$ cat config.mk
export PLATFORM = sky130hd
export DESIGN_NAME = gf2m_reduce_serial
export DESIGN_NICKNAME = d
export VERILOG_FILES = /design/src/rtl/gf2m_reduce_serial.sv
export SDC_FILE = /design/constraint.sdc
export NUM_CORES = 1
export LEC_CHECK = 0
export ABC_AREA = 1
export CORE_ASPECT_RATIO = 0.75
export CORE_MARGIN = 2
export CORE_UTILIZATION = 30
export DETAILED_ROUTE_END_ITERATION = 7
export PLACE_DENSITY_LB_ADDON = 0.05
export SLEW_MARGIN = 20
export SYNTH_ARGS = -nofsm -noshare
export SYNTH_HDL_FRONTEND = slang
export SYNTH_SLANG_ARGS = --single-unit
$ cat constraint.sdc
create_clock -name clk -period 3.47 [get_ports clk]
set_clock_uncertainty 0.05 [all_clocks]
set_input_delay 1.041 -clock clk [delete_from_list [all_inputs] [get_ports clk]]
set_output_delay 1.041 -clock clk [all_outputs]
set_load 0.01 [all_outputs]
$ cat src/rtl/gf2m_reduce_serial.sv
// Serial GF(2^m) reduction: clears one product degree per clock, top-down,
// then presents the m-bit remainder under a valid/ready handshake.
module gf2m_reduce_serial #(
  parameter int          M    = 8,
  parameter logic [M:0]  POLY = 9'h11B
) (
  input  logic           clk,
  input  logic           rst,
  input  logic           in_valid,
  output logic           in_ready,
  input  logic [2*M-2:0] prod_in,
  output logic           out_valid,
  input  logic           out_ready,
  output logic [M-1:0]   res_out,
  output logic           busy
);
  localparam int CW = (M > 2) ? $clog2(M) : 1;

  typedef enum logic [1:0] {IDLE, RUN, DONE} state_t;

  state_t         state_q, state_d;
  logic [2*M-2:0] r_q, r_d;
  logic [CW-1:0]  cnt_q, cnt_d;
  logic [2*M-2:0] poly_ext;

  always_ff @(posedge clk) begin
    if (rst) begin
      state_q <= IDLE;
      r_q     <= '0;
      cnt_q   <= '0;
    end else begin
      state_q <= state_d;
      r_q     <= r_d;
      cnt_q   <= cnt_d;
    end
  end

  always_comb begin
    poly_ext      = '0;
    poly_ext[M:0] = POLY;
  end

  always_comb begin
    state_d   = state_q;
    r_d       = r_q;
    cnt_d     = cnt_q;
    in_ready  = 1'b0;
    out_valid = 1'b0;
    case (state_q)
      IDLE: begin
        in_ready = 1'b1;
        if (in_valid) begin
          r_d     = prod_in;
          cnt_d   = CW'(M - 2);
          state_d = RUN;
        end
      end
      RUN: begin
        // Degree M+cnt is the current leading term to cancel.
        if (r_q[M + int'(cnt_q)])
          r_d = r_q ^ (poly_ext << cnt_q);
        if (cnt_q == '0) state_d = DONE;
        else             cnt_d   = cnt_q - 1'b1;
      end
      DONE: begin
        out_valid = 1'b1;
        if (out_ready) state_d = IDLE;
      end
      default: state_d = IDLE;
    endcase
  end

  assign res_out = r_q[M-1:0];
  assign busy    = (state_q != IDLE);

endmodule

==> results of run 1 <==
==> metrics by stage <==
stage,total power [uW],hold WS (ns),instances,instance area [um2]
global placement,636,0.450,307,1790
floorplan,548,0.424,232,1520
finish,808,0.453,311,1840
detailed placement,634,0.440,307,1790
CTS,825,0.455,311,1840
global route,881,0.485,311,1840
==> final timing paths <==
check	cells after the start	start	end	slack, ns
min reg2reg	2	r_q[9]	r_q[9]	0.45
max reg2reg	10	cnt_q[1]	r_q[9]	1.41
max	2	state_q[0]	in_ready	1.02
min	2	r_q[9]	r_q[9]	0.45
==> layout make-up <==
type / count / area [um2]
clock buffers: 4 / 55.1
multi-input cells: 170 / 898
well taps: 60 / 75.1
fillers: 534 / 3030
inverters: 23 / 86.3
repair buffers: 34 / 328
flip-flops and latches: 20 / 400
==> worst max-delay path, cell delays in order, from the launching register on <==
cell and delay (ns):
dfxtp_1 0.33, nor2_1 0.19, clkdlybuf4s50_1 0.58
==> power breakdown <==
| group | total [uW] | switching, uW | internal [uW] |
|---|---|---|---|
| combinational | 336 | 194 | 142 |
| sequential | 288 | 29.7 | 258 |
| clock | 184 | 83.3 | 101 |
| total | 808 | 307 | 501 |
==> layout by cell type, fill, tap and decap left out, types with 4 or more instances in the layout <==
| cell type | instances |
|---|---|
| a21oi_2 | 8 |
| nand2_1 | 62 |
| o21ai_0 | 9 |
| nand3_1 | 21 |
| buf_4 | 5 |
| clkbuf_8 | 4 |
| nor2_1 | 21 |
| clkdlybuf4s50_1 | 29 |
| o31ai_1 | 4 |
| dfxtp_1 | 20 |
| a21oi_1 | 13 |
| nand2_2 | 10 |
| ha_1 | 6 |
| inv_1 | 21 |
==> metal layers <==
metal / vias up / GRT usage / share of wire
met2: 34 / 0.217 / 0.40
met3: 5 / 0.0377 / 0.048
li1: 772 / - / -
met5: - / 0 / 0
met4: 0 / 0.0317 / 0.013
met1: 623 / 0.209 / 0.53
==> registers in the layout (all words and copies together), names as in the netlist <==
name,count
cnt_q,3
r_q,15
state_q,2
==> kinds of logic (layout without fill, tap and decap cells) <==
kind of cell / count (synthesis) / in the layout / share of synthesized area
flops: 20 / 20 / 0.264
xor+xnor: 3 / 3 / 0.0173
fa+ha+maj: 6 / 6 / 0.0495
compound gates: 38 / 38 / 0.157
simple gates: 123 / 123 / 0.368
buf+inv: 42 / 61 / 0.144
==> metrics, run 1 <==
cell with the most instances after synthesis=nand2_1; CP startpoint kind=register; pin count of the biggest net entering global routing=23; Post-synth EDFFs=0; Post-synth ARST share=0; fmax=0.409 GHz; outcome=completed; final net count=277; Initial Util=0.312; root buffer cell=clkbuf_8; Num CTS Buffers=3; Final HPWL DP=2.70 mm; DRC viols=0; DR iter-0 viols=48; RSZ-0062 raised after global routing=no; area grow syn2layout=21.4%; crit path max fanout=3; vias in the first global route=1337; post-DR wirelength/cell=12.0 um; Post-CTS Hold Fix Bufs=0; Leak=0.000788 uW; Post-Syn Area per Cell=6.54 um2; CTS tree=done; Final period util=0.705; post-CTS sizing=0; clk_lat worst skew=0.26 ns; core outline area=0.00487 mm2; first-pass GRT wire length=6.47 mm; Slew Viols, Final=0; min Tclk post-route=2.45 ns; PortBufs=29; Relative slew margins=0.583; worst slew pin tran=0.624 ns; htree depth=1; final setup fails=0; power density over the cells=438 mW/mm2; first drt pass iteration count=4; Netlist Area Pre-Place=0.00152 mm2; Die Area=0.00565 mm2; Antenna Nets Post-Route=0; Yosys cell types=30; clk buf depth=2; total track usage=0.146; postcts setup bufs=0; top cell type's share of synthesized area=0.264; Antenna Cells=0; Overflow after GRT=0; setup slack after layout=1.02 ns; Core Rows=22; Final TNS setup=0 ns; Worst Hold Class=reg2reg; layout cells sized above 1=0.135; I/O pin count=30; Vias=1434; ranking of synthesized cells by area=dfxtp_1 26%, nand2_1 15%, nand3_1 6.9%; crit path DAT=1.35 ns; largest area contributor in the netlist=dfxtp_1; Critical Path End Type=output port; final core utilization=0.378; via-per-instance ratio=4.61; CP required=2.38 ns; Post-synth top cells=62 x nand2_1, 21 x inv_1, 21 x nand3_1, 21 x nor2_1, 20 x dfxtp_1; total of warnings raised by yosys=0; Num Clock Sinks=20; initial antenna violation count=0; Die Ht=65.6 um; Worst VDD drop=233 uV; CTS clk-pin slew, worst paths=0.08 ns; max_cap viols=0; number of synthesized register bits=20; DIE WIDTH=86.1 um; Post-synth top flop=dfxtp_1; part of the Yosys area used for sequential elements=0.264; post-synth net total=257; CP Class=reg2out; final wirelength=3.74 mm; final hold violation count=0; worst slack, placed=0.986 ns; gpl congestion=0.730; Mapped Cells=232
Note: power is estimated with default switching activity, not from simulation.
==> run 2: changes to the inputs <==
Clock period 3.47 ns to 2.1 ns, I/O delays scaled along.
==> run 2 against run 1 <==
Non-clock buffer count grew 6. Register-to-register slack lost 1.0 ns. Power grew 69%. Sequential share of layout area shrank 0.55 points. Utilization grew 0.98 points. Worst hold slack lost 0.00060 ns. Cell count grew 1.9%. Final area grew 2.6%. Sequential cell count is the same. Critical path type unchanged. Critical endpoint unchanged. Largest cell class unchanged. Highest routed layer unchanged.
==> metrics, run 2 (synthesis results as in run 1) <==
Worst VDD drop=256 uV; Relative slew margins=0.704; Post-CTS Hold Fix Bufs=0; most common cell after layout, fill and taps aside=nand2_1; largest registers=r_q: 15 flops, cnt_q: 3 flops, state_q: 2 flops; postcts setup bufs=0; final wirelength=3.93 mm; max reg flops=15; area grow syn2layout=24.6%; Die Ht=65.6 um; Critical Path End Type=output port; crit path DAT=1.35 ns; min Tclk post-route=2.03 ns; root buffer cell=clkbuf_8; CTS clk-pin slew, worst paths=0.08 ns; final setup fails=0; I/O pin count=30; max_cap viols=0; Finished Layout Cells=317; post-DR wirelength/cell=12.4 um; clk_lat worst skew=0.26 ns; Num CTS Buffers=3; total track usage=0.153; core outline area=0.00487 mm2; initial antenna violation count=0; largest reg by FF count=r_q; most frequent cells in the layout=62 x nand2_1, 28 x clkdlybuf4s50_1, 21 x nor2_1, 21 x inv_1, 21 x nand3_1; Slew Viols, Final=0; gpl congestion=0.726; DRC viols=0; Vias=1450; placed cells=313; outcome=completed; Core Rows=22; vias in the first global route=1346; fmax=0.492 GHz; DIE WIDTH=86.1 um; CP startpoint kind=register; Worst Hold Class=reg2reg; first-pass GRT wire length=6.68 mm; Leak=0.000835 uW; Num Clock Sinks=20; Initial Util=0.312; CTS tree=done; Overflow after GRT=0; power density over the cells=723 mW/mm2; Final TNS setup=0 ns; final net count=283; PortBufs=29; Final period util=0.969; Antenna Cells=0; clk buf depth=2; final core utilization=0.388; Antenna Nets Post-Route=0; first drt pass iteration count=6; RSZ-0062 raised after global routing=no; layout cells sized above 1=0.156; CP Class=reg2out; final hold violation count=0; worst slew pin tran=0.443 ns; htree depth=1; Die Area=0.00565 mm2; Final HPWL DP=2.83 mm; pin count of the biggest net entering global routing=23; Fill cells=560; crit path max fanout=3; DR iter-0 viols=56; CP required=1.42 ns; total power=1370 uW; via-per-instance ratio=4.57
-- run 2: repair_timing --
item	4_1_cts	5_1_grt
hold endpoints to repair	0	0
setup endpoints to repair	0	1
resized for setup	0	1
-- run 2: through the flow --
stage               setup slack, ns  cell area [um2]  hold WS (ns)
detailed placement            0.201             1830         0.442
global route                0.00529             1890         0.485
global placement              0.241             1830         0.444
CTS                          0.0527             1890         0.456
floorplan                     0.289             1520         0.424
finish                       0.0660             1890         0.452
-- run 2: worst paths after layout --
path,startpoint,endpoint,slack (ns),cells past startpoint
worst max-delay path,state_q[0],in_ready,0.07,2
worst min-delay path,r_q[8],r_q[8],0.45,2
worst max register to register,cnt_q[2],r_q[11],0.39,11
worst min register to register,r_q[8],r_q[8],0.45,2
-- run 2: cell type report --
cell class / count / area [um2] / share of cell area
Multi-Input combinational cell: 170 / 898 / 0.475
Sequential cell: 20 / 400 / 0.212
Timing Repair Buffer: 40 / 375 / 0.199
Inverter: 23 / 86.3 / 0.0457
Tap cell: 60 / 75.1 / 0.0397
Clock buffer: 4 / 55.1 / 0.0291
-- run 2: worst max-delay path, cell delays in order, from the launching register on --
cell and delay [ns]:
dfxtp_1 0.33, nor2_1 0.19, clkdlybuf4s50_1 0.57
-- run 2: power by group --
group          total [uW]  internal, uW  leakage (uW)  switching, uW
Sequential            468           427      0.000165           41.9
Clock                 306           167     0.0000288            139
Combinational         593           254      0.000641            339
-- run 2: metal layers --
metal / GRT usage / vias up / wire length (um)
met1: 0.214 / 643 / 2020
met3: 0.0352 / 2 / 173
met5: 0 / - / 0
met4: 0.0298 / 0 / 25
met2: 0.242 / 25 / 1710
li1: - / 780 / -
==> edit (config.mk and constraints of run 2) <==
The parameter `M` goes from 8 to 16.
--- a/src/rtl/gf2m_reduce_serial.sv
+++ b/src/rtl/gf2m_reduce_serial.sv
@@ -3,3 +3,3 @@
 module gf2m_reduce_serial #(
-  parameter int          M    = 8,
+  parameter int          M    = 16,
   parameter logic [M:0]  POLY = 9'h11B
Ports: changed (resized prod_in and res_out); port bits go from 30 to 54. No check against the original RTL was run, so the function may have changed too.
==> edit against run 2 <==
Sequential cell count up 17. Setup slack lost 0.0033 ns. Final area grew 88%. Total power is 140% higher. Routed wire length up 110%. Synthesized area increased by 83%. Cell count is 94% higher.
==> edit: results (changes against run 2) <==
### Global routing
• 13.63 mm — first-pass GRT wire length, was 6.679 mm
• 2804 — vias in the first global route, was 1346
• 17.08% — total track usage, was 15.32%
• 24.29% — met1 usage, was 21.35%

### Detailed routing
• 143 — DR iter-0 viols, was 56
• 3.475 mm — met2 routed WL, was 1.709 mm
• 4.295 mm — Met1 Wirelength, was 2.020 mm
• 4.756 — Avg Vias per Cell, was 4.574
• 13.27 µm — WL/cell, was 12.39 µm

### Critical path
• 12 — FF-to-FF path depth, was 11
• cnt_q[1] — worst flop-to-flop path startpoint, was cnt_q[2]
• r_q[10] — endpoint of the worst-slack reg-to-reg timing path, was r_q[11]
• 0.55 ns — Max stage delay on crit path, was 0.57 ns

### Logic synthesis
• 504 — nets in the synthesized netlist, was 257
• 15.25% — complex-gate fraction of the synthesized area, was 15.75%
• sky130_fd_sc_hd__dfxtp_1 (27%), sky130_fd_sc_hd__nand2_1 (19%), sky130_fd_sc_hd__nor2_1 (7.7%) — leading post-synthesis cells by cell area, was sky130_fd_sc_hd__dfxtp_1 (26%), sky130_fd_sc_hd__nand2_1 (15%), sky130_fd_sc_hd__nand3_1 (6.9%)
• 0% — parity-gate share of the synthesized area counting xor and xnor cells, was 1.731%
• sky130_fd_sc_hd__nand2_1 (138), sky130_fd_sc_hd__nor2_1 (57), sky130_fd_sc_hd__inv_1 (41) — most frequent cells after synthesis, was sky130_fd_sc_hd__nand2_1 (62), sky130_fd_sc_hd__inv_1 (21), sky130_fd_sc_hd__nand3_1 (21), sky130_fd_sc_hd__nor2_1 (21), sky130_fd_sc_hd__dfxtp_1 (20)

### Placed design
• 53 — port bufs, was 29
• 0.8578 — Final GP Congestion, was 0.7258
• 5.777 mm — placed wire-length estimate, was 2.830 mm
• 3359 µm² — placed cell area, was 1833 µm²

### Power and ir drop
• 0.0003651 V — worst voltage drop across the vdd grid, was 0.0002560 V
• 0.001184 W — P_sw, was 0.0005196 W
• 1.677 nW — static leakage, was 0.8348 nW

### Finish
• r_q (31), cnt_q (4), state_q (2) — Regs by FF count, was r_q (15), cnt_q (3), state_q (2)
• 542 — Final #Nets, was 283

### Run status
• complete, no violations — run status, unchanged

### Timing
• 70.08% — worst-case headroom to the max-slew limit, was 70.38%

### Hold path
• r_q[25] — Hold Path Sink, was r_q[8]
• r_q[25] — Hold Path Origin, was r_q[8]

### CTS
• 0.06 ns — Clk pin slew, worst setup/hold paths, was 0.08 ns

## edit: metrics by stage
step | instances | utilization (%) | power, W | hold slack, ns | setup slack (ns)
floorplan | 463 | - | 0.001852 | 0.3738 | 0.2438
finish | 614 | 39.51 | 0.003244 | 0.4071 | 0.06264
detailed placement | 606 | 37.29 | 0.002252 | 0.3987 | 0.1072
global route | 614 | 39.51 | 0.003489 | 0.4331 | 0.01515
global placement | 606 | 37.29 | 0.002245 | 0.3940 | 0.1255
CTS | 614 | 39.49 | 0.003271 | 0.4079 | 0.04448
## edit: power groups by stage
stage	sequential, W	combinational (W)	clock (W)
floorplan	0.000909	0.000943	0
global placement	0.000935	0.00131	0
detailed placement	0.000933	0.00132	0
CTS	0.000922	0.00133	0.00102
global route	0.000943	0.00150	0.00105
finish	0.000922	0.00132	0.00100
## edit: repair_timing
action,4_1_cts,5_1_grt
pin swaps,0,0
resized for setup,3,1
endpoints found under the setup margin,2,1
## edit: tightest hold or removal path: cells and delay by family (launching register included)
family	cells	cell delay (ns)
AOI/OAI and AO/OA	1	0.06
buffers and inverters	1	0.06
DFF	1	0.30
## edit: layout make-up
class / instances / area (µm²)
clock buffer: 5 / 125.1
clock inverter: 3 / 65.06
fill: 963 / 5449
inverter: 45 / 168.9
multi-input combinational: 340 / 1617
sequential: 37 / 743.2
tap: 112 / 140.1
timing repair buffer: 72 / 700.7
## edit: how the worst max path moves through the flow
stage	from	to	slack (ns)	cells past startpoint
3_5_place_dp	in_valid	r_q[1]	0.11	7
4_1_cts	state_q[0]	busy	0.04	3
2_1_floorplan	cnt_q[1]	r_q[14]	0.24	13
3_3_place_gp	in_valid	r_q[0]	0.13	7
5_1_grt	cnt_q[1]	r_q[16]	0.02	12
6_report	state_q[1]	busy	0.06	3
